===== src/rtl/input_fm_pkg.sv =====
// ============================================================================
// input_fm_pkg : shared constants and address helpers for the input_fm buffer
// Rev 1.0
// ============================================================================
`default_nettype none

package input_fm_pkg;

  localparam int NUM_BANKS = 4;

  // Default tile geometry used across the input_fm slice.
  localparam int AW_DEF = 16;
  localparam int TM_DEF = 16;
  localparam int TR_DEF = 64;
  localparam int TC_DEF = 16;
  localparam int K_DEF  = 3;

  localparam int CHUNK = TR_DEF * TC_DEF;
  localparam int OR    = TR_DEF - K_DEF + 1;
  localparam int OC    = TC_DEF - K_DEF + 1;

  // Counter width for a range of n values; a single-value range still needs one bit.
  function automatic int cnt_w(input int n);
    return (n > 1) ? $clog2(n) : 1;
  endfunction

  localparam int GRP_W = cnt_w(TM_DEF / NUM_BANKS);
  localparam int K_W   = cnt_w(K_DEF);
  localparam int OR_W  = cnt_w(OR);
  localparam int OC_W  = cnt_w(OC);

  // Each channel owns a contiguous Tr*Tc chunk; bits above the chunk field pick the bank.
  function automatic int bank_addr(input int ch, input int row, input int col,
                                   input int tr, input int tc);
    return ch * tr * tc + row * tc + col;
  endfunction

endpackage

`default_nettype wire


===== src/rtl/input_fm_rd_sched_loop_cnt.sv =====
// ============================================================================
// loop_cnt : wrap counter with synchronous clear; wrap carries to the next loop
// Rev 1.0
// ============================================================================
`default_nettype none

module loop_cnt #(
  parameter int W = 4
) (
  input  logic         clk,
  input  logic         rst,
  input  logic         clear,
  input  logic         inc,
  input  logic [W-1:0] max,
  output logic [W-1:0] value,
  output logic         wrap
);

  assign wrap = inc && (value == max);

  always_ff @(posedge clk or posedge rst) begin
    if (rst) begin
      value <= '0;
    end else if (clear) begin
      value <= '0;
    end else if (inc) begin
      value <= wrap ? '0 : value + 1'b1;
    end
  end

endmodule

`default_nettype wire


===== src/rtl/input_fm_rd_sched.sv =====
// ============================================================================
// input_fm_rd_sched : walks a loaded tile in convolution order across 4 banks
// Rev 1.0
// ============================================================================
`default_nettype none

module input_fm_rd_sched
  import input_fm_pkg::*;
#(
  parameter int AW = 16,
  parameter int Tm = 16,
  parameter int Tr = 64,
  parameter int Tc = 16,
  parameter int K  = 3
) (
  input  logic                                  clk,
  input  logic                                  rst,
  input  logic                                  start,
  input  logic                                  ready,
  output logic [AW-1:0]                         rd_addr0,
  output logic [AW-1:0]                         rd_addr1,
  output logic [AW-1:0]                         rd_addr2,
  output logic [AW-1:0]                         rd_addr3,
  output logic                                  addr_valid,
  output logic                                  data_valid,
  output logic [cnt_w(Tm/NUM_BANKS)-1:0]        grp,
  output logic [cnt_w(K)-1:0]                   kr,
  output logic [cnt_w(K)-1:0]                   kc,
  output logic [cnt_w(Tr-K+1)-1:0]              orow,
  output logic [cnt_w(Tc-K+1)-1:0]              ocol,
  output logic                                  first_acc,
  output logic                                  last_acc,
  output logic                                  busy,
  output logic                                  done
);

  localparam int GROUPS = Tm / NUM_BANKS;
  localparam int N_OR   = Tr - K + 1;
  localparam int N_OC   = Tc - K + 1;
  localparam int GW     = cnt_w(GROUPS);
  localparam int KW     = cnt_w(K);
  localparam int RW     = cnt_w(N_OR);
  localparam int CW     = cnt_w(N_OC);

  typedef enum logic [1:0] {S_IDLE = 2'd0, S_RUN = 2'd1, S_LAST = 2'd2} state_t;
  state_t state;

  logic [GW-1:0] cnt_g,  nx_g;
  logic [KW-1:0] cnt_kr, nx_kr, cnt_kc, nx_kc;
  logic [RW-1:0] cnt_or, nx_or;
  logic [CW-1:0] cnt_oc, nx_oc;
  logic          g_wrap, kr_wrap, kc_wrap, or_wrap, oc_wrap;
  logic          take, accept;
  logic [AW-1:0] addr_nx [NUM_BANKS];
  logic [AW-1:0] addr_q  [NUM_BANKS];

  assign take   = (state == S_IDLE) && start;
  assign accept = addr_valid && ready;

  // Innermost loop is ocol; each wrap carries outward in the same cycle.
  loop_cnt #(.W(CW)) u_oc (.clk(clk), .rst(rst), .clear(take), .inc(accept),
                           .max(CW'(N_OC - 1)), .value(cnt_oc), .wrap(oc_wrap));
  loop_cnt #(.W(RW)) u_or (.clk(clk), .rst(rst), .clear(take), .inc(oc_wrap),
                           .max(RW'(N_OR - 1)), .value(cnt_or), .wrap(or_wrap));
  loop_cnt #(.W(KW)) u_kc (.clk(clk), .rst(rst), .clear(take), .inc(or_wrap),
                           .max(KW'(K - 1)), .value(cnt_kc), .wrap(kc_wrap));
  loop_cnt #(.W(KW)) u_kr (.clk(clk), .rst(rst), .clear(take), .inc(kc_wrap),
                           .max(KW'(K - 1)), .value(cnt_kr), .wrap(kr_wrap));
  loop_cnt #(.W(GW)) u_g  (.clk(clk), .rst(rst), .clear(take), .inc(kr_wrap),
                           .max(GW'(GROUPS - 1)), .value(cnt_g), .wrap(g_wrap));

  // Next counter values feed the address adder so rd_addr* can be registered alongside the counters.
  always_comb begin
    nx_oc = (take || oc_wrap) ? '0 : (accept  ? cnt_oc + 1'b1 : cnt_oc);
    nx_or = (take || or_wrap) ? '0 : (oc_wrap ? cnt_or + 1'b1 : cnt_or);
    nx_kc = (take || kc_wrap) ? '0 : (or_wrap ? cnt_kc + 1'b1 : cnt_kc);
    nx_kr = (take || kr_wrap) ? '0 : (kc_wrap ? cnt_kr + 1'b1 : cnt_kr);
    nx_g  = (take || g_wrap)  ? '0 : (kr_wrap ? cnt_g  + 1'b1 : cnt_g);
  end

  for (genvar p = 0; p < NUM_BANKS; p++) begin : g_port
    always_comb begin
      addr_nx[p] = AW'(bank_addr(NUM_BANKS * int'(nx_g) + p,
                                 int'(nx_or) + int'(nx_kr),
                                 int'(nx_oc) + int'(nx_kc), Tr, Tc));
    end
  end

  assign rd_addr0 = addr_q[0];
  assign rd_addr1 = addr_q[1];
  assign rd_addr2 = addr_q[2];
  assign rd_addr3 = addr_q[3];

  always_ff @(posedge clk or posedge rst) begin
    if (rst) begin
      state      <= S_IDLE;
      addr_valid <= 1'b0;
      data_valid <= 1'b0;
      busy       <= 1'b0;
      done       <= 1'b0;
      grp        <= '0;
      kr         <= '0;
      kc         <= '0;
      orow       <= '0;
      ocol       <= '0;
      first_acc  <= 1'b0;
      last_acc   <= 1'b0;
      for (int p = 0; p < NUM_BANKS; p++) addr_q[p] <= '0;
    end else begin
      data_valid <= accept;
      done       <= 1'b0;
      if (take || accept) begin
        for (int p = 0; p < NUM_BANKS; p++) addr_q[p] <= addr_nx[p];
      end
      // Index/flag copy lines up with the bank's one-cycle read latency.
      if (accept) begin
        grp       <= cnt_g;
        kr        <= cnt_kr;
        kc        <= cnt_kc;
        orow      <= cnt_or;
        ocol      <= cnt_oc;
        first_acc <= (cnt_g == '0) && (cnt_kr == '0) && (cnt_kc == '0);
        last_acc  <= (cnt_g == GW'(GROUPS - 1)) && (cnt_kr == KW'(K - 1)) &&
                     (cnt_kc == KW'(K - 1));
      end
      case (state)
        S_IDLE: begin
          if (start) begin
            state      <= S_RUN;
            addr_valid <= 1'b1;
            busy       <= 1'b1;
          end
        end
        S_RUN: begin
          if (accept && g_wrap) begin
            state      <= S_LAST;
            addr_valid <= 1'b0;
            done       <= 1'b1;
          end
        end
        S_LAST: begin
          state <= S_IDLE;
          busy  <= 1'b0;
        end
        default: state <= S_IDLE;
      endcase
    end
  end

endmodule

`default_nettype wire


===== config.mk =====
export PLATFORM = sky130hd
export DESIGN_NAME = input_fm_rd_sched
export DESIGN_NICKNAME = d
export VERILOG_FILES = /design/src/rtl/input_fm_pkg.sv /design/src/rtl/input_fm_rd_sched_loop_cnt.sv /design/src/rtl/input_fm_rd_sched.sv
export SDC_FILE = /design/constraint.sdc
export NUM_CORES = 1
export LEC_CHECK = 0
export ABC_AREA = 1
export CAP_MARGIN = 5
export CORE_ASPECT_RATIO = 1.4
export CORE_UTILIZATION = 45
export CTS_CLUSTER_SIZE = 20
export DETAILED_ROUTE_END_ITERATION = 10
export PLACE_DENSITY = 0.75
export SETUP_SLACK_MARGIN = 0.02
export SLEW_MARGIN = 20
export SYNTH_ARGS = -nofsm -noshare
export SYNTH_HDL_FRONTEND = slang
export SYNTH_SLANG_ARGS = --single-unit

===== constraint.sdc =====
create_clock -name clk -period 4.51 [get_ports clk]
set_input_delay 0.6765 -clock clk [delete_from_list [all_inputs] [get_ports clk]]
set_output_delay 0.6765 -clock clk [all_outputs]
set_load 0.05 [all_outputs]

==> results of run 1 <==
==> kinds of logic (layout without fill, tap and decap cells) <==
| family | count (synthesis) | count (layout) | share of synthesized area, % |
|---|---|---|---|
| AO/OA/AOI/OAI | 48 | 48 | 7.621 |
| XOR/XNOR | 8 | 8 | 2.004 |
| adder cells (fa/ha/maj) | 18 | 18 | 6.869 |
| buffers and inverters | 80 | 134 | 13.27 |
| flip-flops | 64 | 64 | 45.80 |
| other | 1 | 6 | 0.1072 |
| AND/OR/NAND/NOR | 175 | 175 | 24.33 |
==> placed cells by master, fill, tap and decap left out, types with 5 or more instances in the layout <==
| master | netlist | layout |
|---|---|---|
| nand2_1 | 100 | 100 |
| o21ai_0 | 28 | 28 |
| nor2_1 | 23 | 23 |
| nand2_2 | 5 | 5 |
| nand4_1 | 8 | 8 |
| nand3_1 | 18 | 18 |
| inv_1 | 28 | 27 |
| xor2_1 | 6 | 6 |
| ha_1 | 16 | 16 |
| conb_1 | 1 | 6 |
| o22ai_1 | 5 | 5 |
| clkbuf_8 | 0 | 11 |
| dfrtp_1 | 64 | 64 |
| clkdlybuf4s50_1 | 0 | 83 |
| a21oi_1 | 5 | 5 |
| inv_2 | 4 | 5 |
==> path summary, 6_finish.rpt <==
check / cells after the start / endpoint / slack, ns
max: 18 / rd_addr3[12] / 0.82
min: 1 / rd_addr2[11] / 0.47
max reg2reg: 19 / rd_addr3[12] / 0.88
min reg2reg: 1 / rd_addr2[11] / 0.47
max in group asynchronous: 3 / ocol[1] / 2.96
min in group asynchronous: 2 / rd_addr0[11] / 0.67
==> worst register-to-register path, cell delays in order (launching register included) <==
cell and delay (ns):
dfrtp_1 0.40, inv_1 0.13, ha_1 0.21, nand3_4 0.14, nor2_8 0.21, nand2_4 0.13
o21ai_1 0.40, nor2_1 0.12, ha_1 0.25, fa_1 0.39, nand2_1 0.11, nor2_1 0.05
ha_1 0.19, ha_1 0.20, and3_1 0.21, nand3_2 0.09, o21ai_2 0.09, nand2_2 0.09
nand2_1 0.06, o21ai_1 0.09
==> metrics by stage <==
step / hold WS (ns) / instances
after detailed placement: 0.4569 / 534
after CTS: 0.4787 / 550
final: 0.4711 / 550
after global placement: 0.4539 / 534
after floorplan: 0.5016 / 399
after global routing: 0.4940 / 550
==> flip-flops by register name, summed over array words and instances (netlist names) <==
signal	flops
rd_addr1	14
u_g.value	2
rd_addr3	4
busy	1
rd_addr2	5
u_kc.value	2
addr_valid	1
kr	2
grp	2
u_or.value	6
u_kr.value	2
state	2
u_oc.value	4
kc	2
last_acc	1
orow	6
rd_addr0	1
first_acc	1
done	1
data_valid	1
ocol	4
==> cell type report <==
| cell class | count | area (um2) | area share (%) |
|---|---|---|---|
| Multi-Input combinational cell | 255 | 1450 | 32.95 |
| Timing Repair Buffer | 86 | 853.3 | 19.39 |
| Tap cell | 97 | 121.4 | 2.758 |
| Inverter | 32 | 120.1 | 2.730 |
| Sequential cell | 64 | 1602 | 36.39 |
| Clock buffer | 11 | 151.4 | 3.440 |
| Clock inverter | 5 | 102.6 | 2.332 |
==> power by group through the flow <==
stage / clock network (mW) / registers (mW) / logic (mW)
2_1_floorplan: 0 / 0.585 / 0.0235
3_3_place_gp: 0 / 0.585 / 0.0258
3_5_place_dp: 0 / 0.585 / 0.0261
4_1_cts: 0.627 / 0.574 / 0.0261
5_1_grt: 0.653 / 0.573 / 0.0285
6_report: 0.620 / 0.574 / 0.0250
==> layer usage <==
layer	wire length [um]	vias up	GRT usage [%]
li1	-	1327	-
met4	246	0	13.74
met2	3795	88	34.04
met5	0	-	0
met1	3045	1268	22.23
met3	324	16	2.833
==> metrics.txt, run 1 <==
clock buffer depth=2; via count=2699; area growth from synthesis to layout=25.83%; Sw Pwr=245.7 uW; fillers=675; # diodes=0; CTS tree=yes; antenna violations before repair=0; antenna-violating nets left=0; critical path's largest stage delay=0.48 ns; fin crit share=81.84%; PostCTS Resize Cnt=0; Worst Clk Skew=0.009403 ns; worst-margin pin slew=0.5122 ns; Setup Buffers After CTS=0; FP Rows=37; synthesized area per cell=8.876 um2; Crit-path slowest cell=clkdlybuf4s50_1; worst rel slew slack=65.75%; DP Worst Slack=0.4813 ns; Int Power=973.0 uW; buffer and inverter count on the worst path=1; status=complete, no violations; via/cell ratio=4.907; Root Driver=clkbuf_8; top post-synthesis cells by area=dfrtp_1, nand2_1, buf_4; DRT Wirelength=7413 um; post-synthesis cell type count=40; Crit. End Element=register; worst hold path class=register to register; top_reg_cell synth=dfrtp_1; register area share after synthesis=45.80%; post-layout power=1.219 mW; drt drc=0; CP startpoint kind=input port; Commonest cells post-synth=nand2_1, dfrtp_1, buf_4; Final setup viols=0; routability cong.=0.9215; post-synth top area share=45.80%; worst vdd ir=0.1787 mV; most frequent cell on the critical path=ha_1; Top Ports=90; WP data arrival=3.96 ns; TNS Setup=0 ns; Tot GR Track Use=19.68%; sw frac=20.16%; power density cells=276.9 mW/mm2; crit path time final=3.691 ns; FMAX=270.9 MHz; hold_sp=rd_addr2[11]; Flop pwr share=47.1%; worst-skew pair later-pin latency=0.35 ns; initial core utilization=46.92%; Top delay family on crit path=simple AND/OR/NAND/NOR gates; largest net degree at the start of global routing=42; EDFF count, synth=0; core area=0.007453 mm2; WL/cell=13.48 um; Final #Nets=470; WS Path Type=input port to register; H-tree Lvls=3; 1st-pass router iterations=4; worst setup margin=0.8189 ns; Final Max Slew Viols=0; Die Wd=76.51 um; final hold violations=0; Placed Area=0.004146 mm2; final core utilization=59.04%; post-route cell area=0.004400 mm2; hpwl dp=5489 um; Comb pwr share=2.1%; DRT iter0 DRCs=168; RSZ-0062 raised after global routing=no; crit-path max FO=10; CTS Hold Bufs=0; Max-cap violations=0; Synth Warn #=0; CP startpoint=ready; async set or reset register ratio after synthesis=100.0%; Synth area leader=dfrtp_1; IO buf count=83; die height=106.3 um; Synth Register Bits=64; die area=0.008133 mm2; clock power share=50.9%; CP Cell Sequence=clkdlybuf4s50_1 > nand2_2 > nor2_8 > nand2_4 > o21ai_1 > nor2_1 > ha_1 > fa_1 > nand2_1 > nor2_1 > ha_1 > ha_1 > and3_1 > nand3_2 > o21ai_2 > nand2_2 > nand2_1 > o21ai_1; clock sinks=64; CTS buffer count=9; Leak=2.192 nW; Post-Synthesis Cell Area=0.003497 mm2; layout cells sized above 1=9.934%; GRT Residual Overflow=0; count leader, synth=nand2_1; CP required=4.78 ns; Syn Inst Count=394; vias in the first global route=2678; reg2reg start=u_oc.value[1]; clock slew at reported path FFs=0.07 ns; first-pass GRT wire length=12300 um
No activity file was read; power rests on OpenSTA's default activity.
==> run 2: changes to the inputs <==
- clock period: 4.51 -> 3.77 ns (I/O delays scaled with it)
==> run 2 against run 1 <==
Global-route usage is essentially flat; register-to-register slack lost 0.61 ns; first-iteration DRC count grew 11%; clock-buffer cell count grew 1; clock power grew 5.0%; sequential share of layout area shrank 0.24 points; non-clock buffer count grew 6.
==> metrics.txt, run 2 (synthesis gave the netlist of run 1 again) <==
status=complete, no violations; met2 GRT Util=34.75%; Non-Filler Instances=555; worst rel slew slack=42.82%; Final Max Slew Viols=0; Cells after DPL=540; largest net degree at the start of global routing=52; worst hold path class=register to register; area growth from synthesis to layout=26.65%; most frequent cells in the layout=nand2_1, clkdlybuf4s50_1, dfrtp_1, o21ai_0, inv_1; crit-path max FO=6; via count=2714; worst vdd ir=0.2246 mV; routability cong.=0.8909; clock buffer depth=2; DRT iter0 DRCs=186; clock slew at reported path FFs=0.06 ns; core area=0.007453 mm2; # diodes=0; Top Ports=90; Final #Nets=476; CTS tree=yes; Final setup viols=0; WS Path Type=register to register; IO buf count=83; initial core utilization=46.92%; capture point of the worst reg-to-reg path=rd_addr3[12]; fin crit share=92.96%; reg2reg start=u_oc.value[1]; area of the multi-input gates=0.001466 mm2; Root Driver=clkbuf_8; CP startpoint kind=register; max reg flops=14; DRT Wirelength=7286 um; met1 usage=22.59%; RSZ-0062 raised after global routing=no; worst-skew pair later-pin latency=0.34 ns; fillers=655; die height=106.3 um; final hold violations=0; Worst Clk Skew=0.005705 ns; commonest non-fill, non-tap cell in the layout=nand2_1; final core utilization=59.43%; Tot GR Track Use=19.64%; CP required=4.00 ns; antenna-violating nets left=0; WL/cell=13.13 um; antenna violations before repair=0; Leak=2.215 nW; drt drc=0; flop2flop setup slack=0.27 ns; Max-cap violations=0; r2r worst-path depth=18; clock sinks=64; first-pass GRT wire length=12350 um; Crit. End Element=register; Die Wd=76.51 um; vias in the first global route=2684; CTS Hold Bufs=0; FP Rows=37; worst-margin pin slew=0.8568 ns; met3 usage=2.489%; WP data arrival=3.73 ns; crit path time final=3.505 ns; hpwl dp=5354 um; CTS buffer count=9; CP startpoint=u_oc.value[1]; crit path capture=rd_addr3[12]; GRT Residual Overflow=0; H-tree Lvls=3; register area=0.001602 mm2; busiest grt layer=met2; die area=0.008133 mm2; 1st-pass router iterations=4; layout cells sized above 1=11.57%; FMAX=285.3 MHz; via/cell ratio=4.890; power density cells=308.7 mW/mm2
-- run 2: critical path: stages, from the launching register on --
cell,delay (ns)
dfrtp_1,0.40
inv_1,0.15
ha_1,0.22
nand3_4,0.14
nor2_8,0.12
nand2_4,0.11
nor2_4,0.16
nand2_2,0.13
nand4_1,0.12
o21ai_0,0.12
ha_1,0.25
fa_1,0.54
ha_1,0.19
and3_1,0.21
nand3_2,0.10
o21ai_2,0.21
nand2_2,0.10
nand2_1,0.06
o21ai_1,0.05
-- run 2: how the worst min path moves through the flow --
stage,end,from,cells past startpoint
finish,ocol[3],ocol[3],2
global route,rd_addr2[11],rd_addr2[11],1
CTS,orow[1],orow[1],2
detailed placement,rd_addr2[12],rd_addr2[12],2
global placement,rd_addr2[11],rd_addr2[11],1
floorplan,busy,state[0],2
-- run 2: area by class of cell --
cell class                      instances  share of cell area, %
Sequential cell                        64                  36.16
Multi-Input combinational cell        255                  33.11
Tap cell                               97                  2.740
Timing Repair Buffer                   92                  20.28
Clock buffer                           12                  3.503
Inverter                               32                  2.740
Clock inverter                          3                  1.469
-- run 2: power breakdown --
part           internal, mW  switching, mW  leakage [nW]
sequential            0.687              0         0.827
clock                 0.404          0.247         0.112
combinational       0.00365         0.0263          1.28
total                  1.09          0.273          2.22
-- run 2: timing repair --
action	in CTS	in global routing
buffers inserted	0	0
setup endpoints to repair	0	7
gates resized for setup	0	5
-- run 2: through the flow --
step	setup slack, ns	cell area, um2	total power [mW]	setup TNS [ns]	hold slack, ns
floorplan	0.4381	3516	0.7276	0	0.5016
global placement	0.06771	4192	0.7301	0	0.4588
detailed placement	-0.02441	4192	0.7305	-0.04121	0.4716
CTS	0.1203	4412	1.381	0	0.4886
global route	0.02781	4429	1.411	0	0.5088
finish	0.2654	4429	1.367	0	0.4831
-- run 2: metal layers --
| layer | wire length, um | vias to the layer above |
|---|---|---|
| met2 | 3761 | 81 |
| met3 | 288 | 15 |
| met5 | 0 | - |
| met4 | 191 | 0 |
| li1 | - | 1338 |
| met1 | 3045 | 1280 |
